==> src/rtl/mem_wishbone_bridge_pkg.sv <==
// rtl/mem_wishbone_bridge_pkg.sv - shared types and constants for the mem-to-Wishbone bridge
package mem_wishbone_bridge_pkg;

   // Bridge sequencing: idle/accepting, running a read burst, running a single write
   typedef enum logic [1:0] {
      IDLE = 2'd0,
      RD   = 2'd1,
      WR   = 2'd2
   } wb_bridge_state_t;

   localparam int MAX_BURST_WORDS = 32;
   localparam int BEAT_W          = $clog2(MAX_BURST_WORDS);
   localparam int ADDR_W          = 30;
   localparam int DATA_W          = 32;
   localparam int SEL_W           = 4;
   localparam logic [SEL_W-1:0] SEL_ALL = 4'hF;

endpackage

==> src/rtl/mem_wishbone_bridge_timer.sv <==
// rtl/mem_wishbone_bridge_timer.sv - per-beat wait counter that forces a beat to complete
module wb_beat_timer #(
   parameter int TIMEOUT = 1023
) (
   input  logic clk,
   input  logic rst_n,
   input  logic clear_i,
   input  logic run_i,
   output logic expire_o
);

   // TIMEOUT=0 disables expiry; the counter still exists but never fires
   localparam int CNT_W    = (TIMEOUT > 1) ? $clog2(TIMEOUT) : 1;
   localparam int LAST_INT = (TIMEOUT > 0) ? TIMEOUT - 1 : 0;
   localparam logic [CNT_W-1:0] LAST = LAST_INT[CNT_W-1:0];
   localparam bit ENABLED = (TIMEOUT != 0);

   logic [CNT_W-1:0] count_q;
   logic [CNT_W-1:0] count_d;

   // Count cycles spent on the current beat; restart on terminate or when idle
   always_comb begin
      count_d = count_q;
      if (clear_i || !run_i) begin
         count_d = '0;
      end else if (count_q != LAST) begin
         count_d = count_q + 1'b1;
      end
   end

   // Counter register
   always_ff @(posedge clk or negedge rst_n) begin
      if (!rst_n) begin
         count_q <= '0;
      end else begin
         count_q <= count_d;
      end
   end

   // The beat is forced on its TIMEOUT-th cycle without a response
   assign expire_o = ENABLED && run_i && (count_q == LAST);

endmodule

==> src/rtl/mem_wishbone_bridge.sv <==
// rtl/mem_wishbone_bridge.sv - runs the arbitrated mem request stream on a Wishbone B4 classic master
module mem_wishbone_bridge
   import mem_wishbone_bridge_pkg::*;
#(
   parameter int ID_W    = 2,
   parameter int TIMEOUT = 1023
) (
   input  logic              clk,
   input  logic              rst_n,
   input  logic              mem_request,
   input  logic [ADDR_W-1:0] mem_addr,
   input  logic [BEAT_W-1:0] mem_rlen,
   input  logic              mem_rnw,
   input  logic              mem_rmw,
   input  logic [ID_W-1:0]   mem_id,
   input  logic [SEL_W-1:0]  mem_wbe,
   input  logic [DATA_W-1:0] mem_wdata,
   output logic              mem_ack,
   output logic              mem_rvalid,
   output logic [DATA_W-1:0] mem_rdata,
   output logic [ID_W-1:0]   mem_rid,
   output logic              mem_write_outstanding,
   output logic              mem_inv,
   output logic [ADDR_W-1:0] mem_inv_addr,
   output logic              wb_cyc,
   output logic              wb_stb,
   output logic              wb_we,
   output logic              wb_lock,
   output logic [ADDR_W-1:0] wb_adr,
   output logic [SEL_W-1:0]  wb_sel,
   output logic [DATA_W-1:0] wb_dat_o,
   input  logic [DATA_W-1:0] wb_dat_i,
   input  logic              wb_ack,
   input  logic              wb_err,
   output logic              bus_error
);

   wb_bridge_state_t  state_q;
   logic [ADDR_W-1:0] adr_q;
   logic [ADDR_W-1:0] adr_d;
   logic [BEAT_W-1:0] rlen_q;
   logic [BEAT_W-1:0] beat_q;
   logic [BEAT_W-1:0] beat_d;
   logic              rmw_q;
   logic [ID_W-1:0]   id_q;
   logic [SEL_W-1:0]  sel_q;
   logic [DATA_W-1:0] wdata_q;
   logic              lock_q;
   logic              rvalid_q;
   logic [DATA_W-1:0] rdata_q;
   logic [ID_W-1:0]   rid_q;
   logic              bus_error_q;

   logic busy;
   logic expire;
   logic term;
   logic term_err;
   logic last_beat;

   assign busy      = (state_q != IDLE);
   assign term      = busy && (wb_ack || wb_err || expire);
   // err wins over ack; a timeout only counts when the slave stayed silent
   assign term_err  = wb_err || (expire && !wb_ack);
   assign last_beat = (state_q == WR) || (beat_q == rlen_q);
   assign adr_d     = adr_q + 30'd1;
   assign beat_d    = beat_q + 1'b1;

   wb_beat_timer #(
      .TIMEOUT (TIMEOUT)
   ) u_beat_timer (
      .clk      (clk),
      .rst_n    (rst_n),
      .clear_i  (term),
      .run_i    (busy),
      .expire_o (expire)
   );

   // Request sequencing, beat counting, lock tracking and the response register
   always_ff @(posedge clk or negedge rst_n) begin
      if (!rst_n) begin
         state_q     <= IDLE;
         adr_q       <= '0;
         rlen_q      <= '0;
         beat_q      <= '0;
         rmw_q       <= 1'b0;
         id_q        <= '0;
         sel_q       <= '0;
         wdata_q     <= '0;
         lock_q      <= 1'b0;
         rvalid_q    <= 1'b0;
         rdata_q     <= '0;
         rid_q       <= '0;
         bus_error_q <= 1'b0;
      end else begin
         rvalid_q <= 1'b0;
         case (state_q)
            IDLE: begin
               if (mem_request) begin
                  adr_q   <= mem_addr;
                  rlen_q  <= mem_rlen;
                  beat_q  <= '0;
                  rmw_q   <= mem_rmw;
                  id_q    <= mem_id;
                  sel_q   <= mem_rnw ? SEL_ALL : mem_wbe;
                  wdata_q <= mem_rnw ? '0 : mem_wdata;
                  state_q <= mem_rnw ? RD : WR;
                  if (mem_rmw && mem_rnw) begin
                     lock_q <= 1'b1;
                  end
               end
            end
            RD: begin
               if (term) begin
                  rvalid_q <= 1'b1;
                  rdata_q  <= term_err ? '0 : wb_dat_i;
                  rid_q    <= id_q;
                  if (last_beat) begin
                     state_q <= IDLE;
                     // the read half of a pair keeps the bus locked for its write
                     if (!rmw_q) begin
                        lock_q <= 1'b0;
                     end
                  end else begin
                     beat_q <= beat_d;
                     adr_q  <= adr_d;
                  end
               end
            end
            WR: begin
               if (term) begin
                  state_q <= IDLE;
                  lock_q  <= 1'b0;
               end
            end
            default: begin
               state_q <= IDLE;
            end
         endcase
         if (term && term_err) begin
            bus_error_q <= 1'b1;
         end
      end
   end

   assign mem_ack               = (state_q == IDLE) && mem_request;
   assign mem_write_outstanding = (mem_ack && !mem_rnw) || (state_q == WR);
   assign mem_rvalid            = rvalid_q;
   assign mem_rdata             = rdata_q;
   assign mem_rid               = rid_q;
   assign mem_inv               = 1'b0;
   assign mem_inv_addr          = '0;

   assign wb_stb    = busy;
   assign wb_cyc    = busy || lock_q;
   assign wb_we     = (state_q == WR);
   assign wb_lock   = lock_q || (busy && rmw_q);
   assign wb_adr    = adr_q;
   assign wb_sel    = sel_q;
   assign wb_dat_o  = wdata_q;
   assign bus_error = bus_error_q;

endmodule

==> config.mk <==
export PLATFORM = sky130hd
export DESIGN_NAME = mem_wishbone_bridge
export DESIGN_NICKNAME = d
export VERILOG_FILES = /design/src/rtl/mem_wishbone_bridge_pkg.sv /design/src/rtl/mem_wishbone_bridge_timer.sv /design/src/rtl/mem_wishbone_bridge.sv
export SDC_FILE = /design/constraint.sdc
export NUM_CORES = 1
export LEC_CHECK = 0
export CORE_AREA = 2 2 122 124
export DETAILED_ROUTE_END_ITERATION = 16
export DIE_AREA = 0 0 124 126
export GPL_TIMING_DRIVEN = 1
export HOLD_SLACK_MARGIN = 0.06
export PLACE_DENSITY = 0.8
export SETUP_SLACK_MARGIN = 0.4
export SLEW_MARGIN = 20
export SYNTH_ARGS = -nofsm -noshare
export SYNTH_HDL_FRONTEND = slang
export SYNTH_SLANG_ARGS = --single-unit
==> constraint.sdc <==
create_clock -name clk -period 3.5 [get_ports clk]
set_clock_uncertainty 0.1 [all_clocks]
set_input_delay 0.7 -clock clk [delete_from_list [all_inputs] [get_ports clk]]
set_output_delay 0.7 -clock clk [all_outputs]
set_load 0.01 [all_outputs]
# ---- Word level (Yosys, flattened, before mapping)
# Cells that the tools add are included.
dict set report word_totals {
  wordCells 86
  inputBits 112
  mem_bits_ro 0
  out_inout_bits 139
  memories 0
  latch_bits 0
  ramBits 0
  reg_bits 128
}
dict set report op_classes {
  addsub 3
  div_mod_pow 0
  reduce_logical 29
  multipliers 0
  eq_ne 12
  shift 0
  mux 28
  bitwise_logic 0
  order_cmp 0
}
# op count
set op_table {}
lappend op_table {{two-way mux 30 bit} 3}
lappend op_table {{two-way mux 32 bit} 2}
lappend op_table {{one-hot mux 30 bit (2 select lines)} 1}
lappend op_table {{adder 30 x 1 -> 30 bit (second input constant)} 1}
lappend op_table {{two-way mux 10 bit} 2}
lappend op_table {{two-way mux 5 bit} 3}
lappend op_table {{inequality test 2 bit (second input constant)} 6}
lappend op_table {{adder 10 x 1 -> 10 bit (second input constant)} 1}
lappend op_table {{== test 10 bit (second input constant)} 1}
lappend op_table {{two-way mux 2 bit} 5}
lappend op_table {{inequality test 10 bit (second input constant)} 1}
lappend op_table {{one-hot mux 5 bit (2 select lines)} 1}
lappend op_table {{logical AND 1 bit} 8}
lappend op_table {{logical OR 1 bit} 8}
lappend op_table {{two-way mux 1 bit} 8}
lappend op_table {{AND reduction 4 bit} 2}
lappend op_table {{AND reduction 7 bit} 1}
lappend op_table {{one-hot mux 2 bit (3 select lines)} 1}
lappend op_table {{nonzero test 2 bit} 3}
lappend op_table {{adder 5 x 1 -> 5 bit (second input constant)} 1}
lappend op_table {{== test 5 bit} 1}
lappend op_table {{two-way mux 4 bit} 1}
lappend op_table {{AND reduction 2 bit} 2}
lappend op_table {{zero test 1 bit} 3}
lappend op_table {{other kinds (6)} 6}

# ---- Depth between registers and ports, before layout
# Gate-level depths: netlist of the first run.
dict set report logic_depth {
  depth_word 6
  depth_mapped 11
  ltp_nobuf 9
}

# ---- Hierarchy
# A second synthesis of the first run with hierarchy kept.
dict set report hier_totals {
  hier_cells 711
  area_unflattened_um2 6513.7
}
# module seq_area_each_um2 instances area_each_um2 cells_per_inst
set modules_own_cells {}
lappend modules_own_cells {mem_wishbone_bridge 2952.8 1 5938.2 654}
lappend modules_own_cells {wb_beat_timer 250.2 1 575.6 57}

# ---- Worst setup path after synthesis of the first run
# Ideal clock, no wire load.
dict set report synth_timing {
  path_type {flip-flop to flip-flop}
  start {register state_q[0]}
  end {register adr_q[11], in the netlist wb_adr[11]}
  slack_ns 1.031
  arrival_time_ns 2.300
  stages_incl_launch_ff 11
  setup_ns 0.069
  synth_period_minus_slack_ns 2.469
  cell_sequence {dfrtp_1 > inv_1 > ha_1 > nand3b_1 > o31a_1 > or3_4 > clkinv_2 > a21oi_2 > buf_2 > or4_1 > nand3_1}
}
dict set report synth_via {
  elab_chain_cells 6
}
# item line
set synth_rtl {}
lappend synth_rtl {{start, declared} mem_wishbone_bridge.sv:38} ;# wb_bridge_state_t state_q;
lappend synth_rtl {{start signal, assigned} mem_wishbone_bridge.sv:106} ;# state_q <= mem_rnw ? RD : WR;
lappend synth_rtl {{nonzero test 2 bit} mem_wishbone_bridge.sv:60} ;# assign busy = (state_q != IDLE);
lappend synth_rtl {{logical AND 1 bit} mem_wishbone_bridge_timer.sv:41} ;# assign expire_o = ENABLED && run_i && (count_q == LAST);
lappend synth_rtl {{logical OR 1 bit} mem_wishbone_bridge.sv:61} ;# assign term = busy && (wb_ack || wb_err || expire);
lappend synth_rtl {{logical AND 1 bit} mem_wishbone_bridge.sv:61}
lappend synth_rtl {{inequality test 2 bit (no source line)} --}
lappend synth_rtl {{AND reduction 4 bit (no source line)} --}
lappend synth_rtl {{end signal, assigned} mem_wishbone_bridge.sv:99} ;# adr_q <= mem_addr;
lappend synth_rtl {{end signal, assigned} mem_wishbone_bridge.sv:125} ;# adr_q <= adr_d;
lappend synth_rtl {{end, declared} mem_wishbone_bridge.sv:39} ;# logic [ADDR_W-1:0] adr_q;
# Several ways; a longest one is shown, not always the timed one.
# A chain may end at the register's enable or synchronous reset.

# ---- Final worst setup path of the first run
dict set report layout_timing {
  start {register state_q[0]}
  end {output port mem_write_outstanding}
}
dict set report layout_via {
  elab_chain_cells 4
}
# item line
set layout_rtl {}
lappend layout_rtl {{zero test 2 bit} mem_wishbone_bridge.sv:145} ;# assign mem_ack = (state_q == IDLE) && mem_request;
lappend layout_rtl {{logical AND 1 bit} mem_wishbone_bridge.sv:145}
lappend layout_rtl {{logical AND 1 bit} mem_wishbone_bridge.sv:146} ;# assign mem_write_outstanding = (mem_ack && !mem_rnw) || (state_q == WR);
lappend layout_rtl {{logical OR 1 bit (*)} mem_wishbone_bridge.sv:146}
lappend layout_rtl {{end, declared} mem_wishbone_bridge.sv:22} ;# output logic mem_write_outstanding,
# Mark *: on every way between the ends. The rest lies on a longest branch, timed or not.

==> results.cfg, run 1 <==
[status]
status = completed

[pwr]
ir_worst_vdd_mv = 0.399
p_per_area_nw_per_um2 = 829
leakage_nw = 3.82

[timing]
setup_tns_ps = 0
final-hold-violation-count = 0
setup_viol = 0
rsz0062_at_grt = false
period_share_pct = 84.6
slew_violations = 0
maxSlewHeadroom_pct = 55.8
tightest_slew_ps = 657
timing.fmax_mhz = 338
layout_min_cycle_time_ps = 2960

[die]
fp.dieW_microns = 124
pin_count = 251
coreArea_sq_um = 14300
row_count = 44
initial_core_util_pct = 42.4
die_h_microns = 126
die_area_sq_um = 15600

[clock_network]
cts.sinks = 128
root_buffer = clkbuf_16
cts_buffers = 17
cts_tree = built
postCtsHoldBufs = 0
clock_latency_ps = 420
cts.reportedPaths.clkPinSlew_ps = 60
htree_levels = 4
ctsResizeCount = 0
clk_path_buf_depth = 2
post_cts_buffers = 0

[logic_synthesis]
async_flop_share_pct = 100
post_synth.cell_area_avg_sq_um = 9.79
ys_warn_count = 0
synth_flop_cell = dfrtp_1
synth-xor-area-share_pct = 1.73
yosysTopAreaCell = dfrtp_1
synth.most_common_cell = dfrtp_1
synth.distinct_cells = 57
synth_adder_area_share_pct = 1.44
synth_top_family_by_area = simple AND/OR/NAND/NOR gates
synth_top_cell_area_share_pct = 52.8
synth-simple-area-share_pct = 18.0
synth_edf_count = 0
yosys-top-cells-area = dfrtp_1 53%, nand2_1 6.7%, a22o_1 4.8%, o21ai_0 4.6%, buf_4 3.8%
synth_compound_area_share_pct = 17.8
synth.area.mux_share_pct = 1.48
synth_seq_cells = 128
synthesis.area_sq_um = 6070
synthTopCellsByCount = 128 x dfrtp_1, 108 x nand2_1, 56 x o21ai_0, 36 x nor2_1, 33 x a22o_1
synthCells = 620
ys_seq_area_share_pct = 52.8

[global_routing]
grtUsageTotal_pct = 22.7
grt_pass1_vias = 5389
grt_max_degree = 71
antenna_found_initial = 0
grt_overflow_total = 0
grt_pass1_wl_mm = 27.6

[setup_path]
critPathTopFamily = buffers and inverters
critPathBufInv = 4
cpPeakStageDelay_ps = 470
worstSetupStartpointType = flop
crit_chain = inv_1 -> ha_1 -> buf_4 -> nand2_2 -> clkinv_1 -> a21o_1 -> clkdlybuf4s50_1
critPathRequiredTime_ps = 2700
path_max_fanout = 7
crit_type = flop to output pin
cp_slowest_cell = clkdlybuf4s50_1
crit_arrival_ps = 2160
cp-end-kind = output pin

[placed_design]
io_buffers = 219
placed_cells = 1004
hpwl_mm = 11.9
place_congestion = 0.850

[route]
drc = 0
drt_iter0_drc = 392
viasPerCell = 5.35
vias = 5545
first_pass_iters = 5
finalWirelength_mm = 17.3
postRouteAntennaNets = 0
wl_per_cell_microns = 16.7

[final_layout]
diodes = 0
nNetsFinal = 958
fillerInstances = 1211
drive_gt1_share_pct = 7.39
syn_to_final_growth_pct = 47.2
stdcell_count = 1036

[run]
maxCapViolCount = 0

[min_path]
hp-class = input port to asynchronous set/reset pin
-- sequential cells by signal, summed over array words and instances, names as in the netlist, 2 cells and up --
signal and count:
mem_rdata 32, wb_dat_o 32, wb_adr 30, u_beat_timer.count_q 10
beat_q 5, rlen_q 5, wb_sel 4, id_q 2
mem_rid 2, state_q 2
-- worst reg2reg max path, delay by kind of cell, from the launching register on --
| family | cells | cell delay (ps) |
|---|---|---|
| AOI/OAI and AO/OA | 2 | 390 |
| adders and majority gates | 1 | 220 |
| buffers and inverters | 3 | 430 |
| DFF | 1 | 370 |
| and+or+nand+nor | 4 | 1240 |
-- per-layer routing --
metal  part of all wire [%]  routed length (microns)  GRT usage [%]  vias up
met4                    3.4                      586           10.1        0
met2                     48                     8230           36.4      240
met3                    7.2                     1240           5.93       49
met1                     42                     7210           28.8     2646
met5                      0                        0              0        -
li1                       -                        -              -     2610
-- layout by cell type (no fill, tap or decap), types with 7 or more instances in the layout --
cell,instances
a21oi_1,11
a22o_1,33
a32oi_1,7
and3_1,10
buf_4,12
clkbuf_16,17
clkdlybuf4s50_1,218
clkinv_2,7
conb_1,31
dfrtp_1,128
ha_1,7
inv_1,9
mux2_2,8
nand2_1,107
nand3_1,28
nand4_1,8
nor2_1,36
nor3_1,15
o21ai_0,56
or4_1,7
xor2_1,7
-- through the flow --
stage	hold slack (ps)	area [sq um]	utilization, %	total power, mW	setup WS (ps)
after floorplan	304	6180	-	3.98	1030
after global placement	352	8360	58.4	5.62	554
after detailed placement	355	8360	58.4	5.69	521
after CTS	221	8930	62.4	7.44	511
after global routing	252	8930	62.4	7.85	417
final	199	8930	62.4	7.41	538
-- area by class of cell --
class                           instances  area [sq um]  share of cell area (%)
Tap cell                              184           230                    2.58
Inverter                               12          46.3                   0.518
Timing Repair Buffer                  232          2300                    25.8
Sequential cell                       128          3200                    35.8
Multi-Input combinational cell        448          2580                    28.8
Clock inverter                         11           114                    1.27
Clock buffer                           21           460                    5.15
-- where the power goes --
group          switching (mW)  internal [mW]  total, mW  leakage (nW)
combinational            1.41           1.65       3.06          1.90
sequential              0.537           2.08       2.62          1.63
clock                   0.650           1.08       1.73         0.282
total                    2.59           4.81       7.41          3.82
-- logic make-up after synthesis --
family	after synthesis
and+or+nand+nor	236
AOI/OAI and AO/OA	154
DFF	128
buffers and inverters	74
xor gates and xnor gates	12
muxes	8
adders and majority gates	7
other	1
-- worst paths after layout --
| check | start | endpoint | slack [ps] | cells past startpoint |
|---|---|---|---|---|
| worst max-delay path | state_q[0] | mem_write_outstanding | 540 | 7 |
| max in group asynchronous | rst_n | mem_rdata[0] | 2330 | 2 |
| min in group clk | wb_sel[3] | wb_sel[3] | 360 | 2 |
| worst min-delay path | rst_n | wb_adr[19] | 200 | 1 |
| worst min register to register | wb_sel[3] | wb_sel[3] | 360 | 2 |
| worst max register to register | state_q[0] | wb_adr[11] | 680 | 10 |
Note: power is estimated with default switching activity, not from simulation.
==> run 2, diff against run 1 <==
--- a/config.mk
+++ b/config.mk
@@ -5,12 +5,12 @@
 export SDC_FILE = /design/constraint.sdc
 export NUM_CORES = 1
 export LEC_CHECK = 0
-export CORE_AREA = 2 2 122 124
+export CORE_AREA = 2 2 128 130
 export DETAILED_ROUTE_END_ITERATION = 16
-export DIE_AREA = 0 0 124 126
+export DIE_AREA = 0 0 130 132
 export GPL_TIMING_DRIVEN = 1
 export HOLD_SLACK_MARGIN = 0.06
-export PLACE_DENSITY = 0.8
+export PLACE_DENSITY = 0.76
 export SETUP_SLACK_MARGIN = 0.4
 export SLEW_MARGIN = 20
 export SYNTH_ARGS = -nofsm -noshare
==> constraint.sdc (replaced) <==
create_clock -name clk -period 2.55 [get_ports clk]
set_clock_uncertainty 0.1 [all_clocks]
set_input_delay 0.51 -clock clk [delete_from_list [all_inputs] [get_ports clk]]
set_output_delay 0.51 -clock clk [all_outputs]
set_load 0.01 [all_outputs]
==> run 2 against run 1 <==
Against the previous run: non-clock buffer count rose by 39; design area rose by 6.5%; cell count rose by 6.9%; via count rose by 2.5%; critical path depth rose by 3; sequential power rose by 37%; clock power rose by 45%; wire length rose by 3.1%; highest routed layer unchanged.
==> results.cfg, run 2 (synthesis gave the netlist of run 1 again) <==
[status]
status = completed

[global_routing]
antenna_found_initial = 0
grt_pass1_vias = 5472
grt_pass1_wl_mm = 28.2
grtUsageTotal_pct = 20.8
grt_overflow_total = 0
grt_max_degree = 69

[min_path]
hp-class = flop to flop

[route]
first_pass_iters = 4
finalWirelength_mm = 17.8
drt_iter0_drc = 299
wl_met2_mm = 8.36
drt-met1-wl_mm = 7.30
postRouteAntennaNets = 0
top_layer = met4
wl_met3_mm = 1.68
wl_per_cell_microns = 16.1
viasPerCell = 5.14
drc = 0
vias = 5686

[timing]
slew_violations = 0
tightest_slew_ps = 593
period_share_pct = 91.8
rsz0062_at_grt = true
maxSlewHeadroom_pct = 60.5
setup_viol = 0
timing.fmax_mhz = 427
final-hold-violation-count = 0
layout_min_cycle_time_ps = 2340

[run]
maxCapViolCount = 0

[clock_network]
cts.sinks = 128
clk_path_buf_depth = 2
cts.reportedPaths.clkPinSlew_ps = 60
cts_tree = built
clock_latency_ps = 420
htree_levels = 4
root_buffer = clkbuf_16
cts_buffers = 17

[final_layout]
drive_gt1_share_pct = 15.3
syn_to_final_growth_pct = 56.8
final_common_cell = clkdlybuf4s50_1
layout_common_cells = 211 x clkdlybuf4s50_1, 124 x dfrtp_1, 105 x nand2_1
fillerInstances = 1320
nNetsFinal = 997
design_area_sq_um = 9510
stdcell_count = 1107
post-route-util_pct = 60.6
diodes = 0

[pwr]
p_sw_mw = 3.73
ir_worst_vdd_mv = 0.531
swShare_pct = 34.6
pwr-share-clk_pct = 23.2
power_frac_comb_pct = 43.6
p_per_area_nw_per_um2 = 1130
p_int_mw = 7.05
power_mw = 10.8
leakage_nw = 4.08
seq_power_share_pct = 33.2

[placed_design]
io_buffers = 219
dpl_cell_area_sq_um = 8670
placed_cells = 1063
place_congestion = 0.879
hpwl_mm = 12.9

[die]
fp.dieW_microns = 130
row_count = 46
initial_core_util_pct = 38.6
die_h_microns = 132
pin_count = 251
coreArea_sq_um = 15700
die_area_sq_um = 17200

[setup_path]
crit_arrival_ps = 2600
critPathRequiredTime_ps = 2810
cp-end-kind = flop
worstSetupStartpointType = flop
crit_type = flop to flop
path_max_fanout = 11
run 2: layout make-up:
class / count / area, sq um / area share, %
clock buffer: 19 / 453 / 4.76
sequential: 128 / 3210 / 33.7
clock inverter: 13 / 161 / 1.70
tap: 216 / 270 / 2.84
inverter: 12 / 52.6 / 0.552
multi-input combinational: 448 / 2710 / 28.5
timing repair buffer: 271 / 2660 / 27.9
run 2: per-layer routing:
layer / vias up / global-route usage, %
li1: 2693 / -
met1: 2715 / 25.6
met2: 246 / 33.3
met3: 32 / 7.31
met4: 0 / 8.42
met5: - / 0
run 2: timing repair:
item / 4_1_cts / 5_1_grt
hold buffers: 1 / 0
endpoints found under the setup margin: 74 / 82
hold endpoints to repair: 21 / 0
buffers inserted: 9 / 2
resized for setup: 26 / 45
pin swaps: 7 / 7
run 2: per-stage QoR:
step | hold WS, ps | worst slack [ps] | setup TNS (ps)
after floorplan | 114 | 152 | 0
after global placement | 340 | -10.5 | -48.6
after global routing | 383 | 83.5 | 0
final | 357 | 209 | 0
after detailed placement | 342 | -64.4 | -396
after CTS | 362 | 188 | 0
run 2: worst paths after layout:
| kind | startpoint | endpoint | slack [ps] | cells past startpoint |
|---|---|---|---|---|
| worst max-delay path | state_q[0] | wb_adr[11] | 210 | 10 |
| worst min-delay path | bus_error | bus_error | 360 | 1 |
| worst max register to register | state_q[0] | wb_adr[11] | 210 | 10 |
| worst min register to register | bus_error | bus_error | 360 | 1 |
| max in group asynchronous | rst_n | wb_dat_o[22] | 1250 | 3 |
| min in group asynchronous | rst_n | mem_rdata[1] | 450 | 2 |
run 2: power groups by stage:
stage	clock network [mW]	logic [mW]	registers [mW]
2_1_floorplan	0	1.74	3.83
3_3_place_gp	0	4.39	3.58
3_5_place_dp	0	4.47	3.60
4_1_cts	2.56	4.59	3.57
5_1_grt	2.66	5.07	3.72
6_report	2.50	4.70	3.58
run 2: critical path, stage by stage, from the launching register on:
cell and delay (ps):
dfrtp_1 360, inv_2 60, ha_4 150, nand3b_1 160, o31a_1 270, or3_4 370, clkinv_4 70, a21oi_4 80
buf_12 170, or4_1 400, nand3_1 80
==> run 3, diff against run 2 <==
--- a/config.mk
+++ b/config.mk
@@ -5,12 +5,12 @@
 export SDC_FILE = /design/constraint.sdc
 export NUM_CORES = 1
 export LEC_CHECK = 0
-export CORE_AREA = 2 2 128 130
+export CORE_AREA = 2 2 117 119
 export DETAILED_ROUTE_END_ITERATION = 16
-export DIE_AREA = 0 0 130 132
+export DIE_AREA = 0 0 119 121
 export GPL_TIMING_DRIVEN = 1
 export HOLD_SLACK_MARGIN = 0.06
-export PLACE_DENSITY = 0.76
+export PLACE_DENSITY = 0.86
 export SETUP_SLACK_MARGIN = 0.4
 export SLEW_MARGIN = 20
 export SYNTH_ARGS = -nofsm -noshare
==> constraint.sdc (replaced) <==
create_clock -name clk -period 2.8 [get_ports clk]
set_clock_uncertainty 0.1 [all_clocks]
set_input_delay 0.56 -clock clk [delete_from_list [all_inputs] [get_ports clk]]
set_output_delay 0.56 -clock clk [all_outputs]
set_load 0.01 [all_outputs]
==> run 3 against run 2 <==
Against the previous run: sequential share of layout area grew 0.14 points; utilization is 12 points higher; largest power group unchanged; sequential power decreased by 6.7%; maximum frequency fell by 11%; global-route usage is 4.5 points higher; largest cell class unchanged; clock-buffer cell count up 6; highest routed layer unchanged; combinational power fell by 6.2%.
==> results.cfg, run 3 (synthesis gave the netlist of run 1 again) <==
[final_layout]
final-seq-area_sq_um = 3200
syn_to_final_growth_pct = 55.9
layout_common_cells = 212 x clkdlybuf4s50_1, 128 x dfrtp_1, 106 x nand2_1
post-route-util_pct = 72.3
multiInputGateArea_sq_um = 2730
drive_gt1_share_pct = 13.9
diodes = 0
fillerInstances = 889
design_area_sq_um = 9460
nNetsFinal = 997
final_common_cell = clkdlybuf4s50_1

[setup_path]
crit_type = flop to flop
crit_arrival_ps = 2810
critPathRequiredTime_ps = 2980
critPathBufInv = 4
path_max_fanout = 6
cpPeakStageDelay_ps = 360
r2r_cells = 11
worstSetupStartpointType = flop
crit_top_cell = buf_6
r2r-end = wb_adr[6]
crit_chain = inv_2 -> ha_4 -> nand3b_1 -> o31a_1 -> or3_4 -> buf_6 -> buf_6 -> o21ai_4 -> buf_6 -> a21oi_4 -> a311oi_2
worstReg2RegStart = state_q[1]
rrSetupSlack_ps = 180
cp-end-kind = flop
critPathTopFamily = compound AO/OA/AOI/OAI gates
cp_slowest_cell = dfrtp_1

[global_routing]
grt_max_degree = 71
antenna_found_initial = 0
grt_overflow_total = 0
grtUsageTotal_pct = 25.3
grt_pass1_wl_mm = 29.0
grt_pass1_vias = 5676

[clock_network]
cts_buffers = 17
cts_tree = built
root_buffer = clkbuf_16
cts.reportedPaths.clkPinSlew_ps = 60
clk_path_buf_depth = 2
clock_latency_ps = 420
cts.sinks = 128
htree_levels = 4

[pwr]
leakage_nw = 4.11
p_per_area_nw_per_um2 = 1040
p_int_mw = 6.28
ir_worst_vdd_mv = 0.526
seq_power_share_pct = 34.1
p_sw_mw = 3.52
swShare_pct = 35.9
pwr-share-clk_pct = 20.9
power_frac_comb_pct = 45.0

[route]
wl_per_cell_microns = 18.1
viasPerCell = 5.57
postRouteAntennaNets = 0
first_pass_iters = 7
vias = 5939
drc = 0
drt_iter0_drc = 721
finalWirelength_mm = 19.3

[placed_design]
place_congestion = 0.882
place_ws_ps = 117
dpl_cell_area_sq_um = 8470
hpwl_mm = 12.2
io_buffers = 219

[timing]
period_share_pct = 93.7
whs_ps = 362
layout_min_cycle_time_ps = 2620
slew_violations = 0
setup_viol = 0
worst_slack_ps = 176
final-hold-violation-count = 0
timing.fmax_mhz = 381
tightest_slew_ps = 586
rsz0062_at_grt = true
maxSlewHeadroom_pct = 60.6
setup_tns_ps = 0

[die]
fp.dieW_microns = 119
initial_core_util_pct = 46.4
row_count = 42
die_h_microns = 121
die_area_sq_um = 14400
coreArea_sq_um = 13100
pin_count = 251

[min_path]
hold_depth = 2
hp-start = wb_sel[2]
hold_path_end = wb_sel[2]
hp-class = flop to flop

[run]
maxCapViolCount = 0

[status]
status = completed
## run 3: changes by cell type in the layout (fill, tap and decap cells not counted), moves of 4 or more
cell      delta
dfrtp_2      -4
clkbuf_1     +6
dfrtp_1      +4
o21ai_0      +6
nand3_2      +4
o21ai_1      -5
nand3_1      -4
buf_6        -6
## run 3: cell type report
cell class                 instances  area share, %
sequential                       128           33.9
multi-input combinational        448           28.8
clock buffer                      25           5.03
inverter                          12          0.595
timing repair buffer             271           28.7
clock inverter                     7          0.635
tap                              176           2.33
## run 3: power groups by stage
stage	Clock [mW]	Sequential, mW	Combinational (mW)
3_5_place_dp	0	3.28	3.89
2_1_floorplan	0	3.49	1.51
6_report	2.05	3.34	4.41
5_1_grt	2.15	3.43	4.71
3_3_place_gp	0	3.25	3.81
4_1_cts	2.06	3.27	4.14
## run 3: timing repair
item                       CTS  global route
setup endpoints to repair   21            37
resized for setup           16            42
hold endpoints to repair    34             0
pin swaps                    2            10
setup buffers               14             9
hold buffers                 1             0
cloned                       2             2
## run 3: worst max-delay path by stage
stage          startpoint          to  slack, ps  depth (start not counted)
5_1_grt        state_q[1]   wb_adr[6]        110                         11
6_report       state_q[1]   wb_adr[6]        180                         11
2_1_floorplan  state_q[0]  wb_adr[11]        410                         10
3_5_place_dp       wb_err  wb_adr[16]        120                          9
4_1_cts        state_q[1]  wb_adr[16]        350                         10
3_3_place_gp       wb_err  wb_adr[19]        160                          9
## run 3: worst min-delay path: cells and delay by family (launching register included)
family / cells / cell delay (ps)
simple gates: 2 / 100
flops: 1 / 340
## run 3: per-layer routing
| layer | routed length, microns | share of wire [%] | up-vias | global-route usage (%) |
|---|---|---|---|---|
| li1 | - | - | 2685 | - |
| met1 | 7490 | 39 | 2824 | 31.3 |
| met2 | 9490 | 49 | 352 | 42.0 |
| met3 | 1540 | 8.0 | 78 | 6.16 |
| met4 | 826 | 4.3 | 0 | 11.9 |
| met5 | 0 | 0 | - | 0 |
## run 3: metrics by stage
step                      instances  power (mW)
after detailed placement       1007        7.17
after floorplan                 650        4.99
after global placement         1007        7.06
after CTS                      1056        9.46
after global routing           1067        10.3
final                          1067        9.80
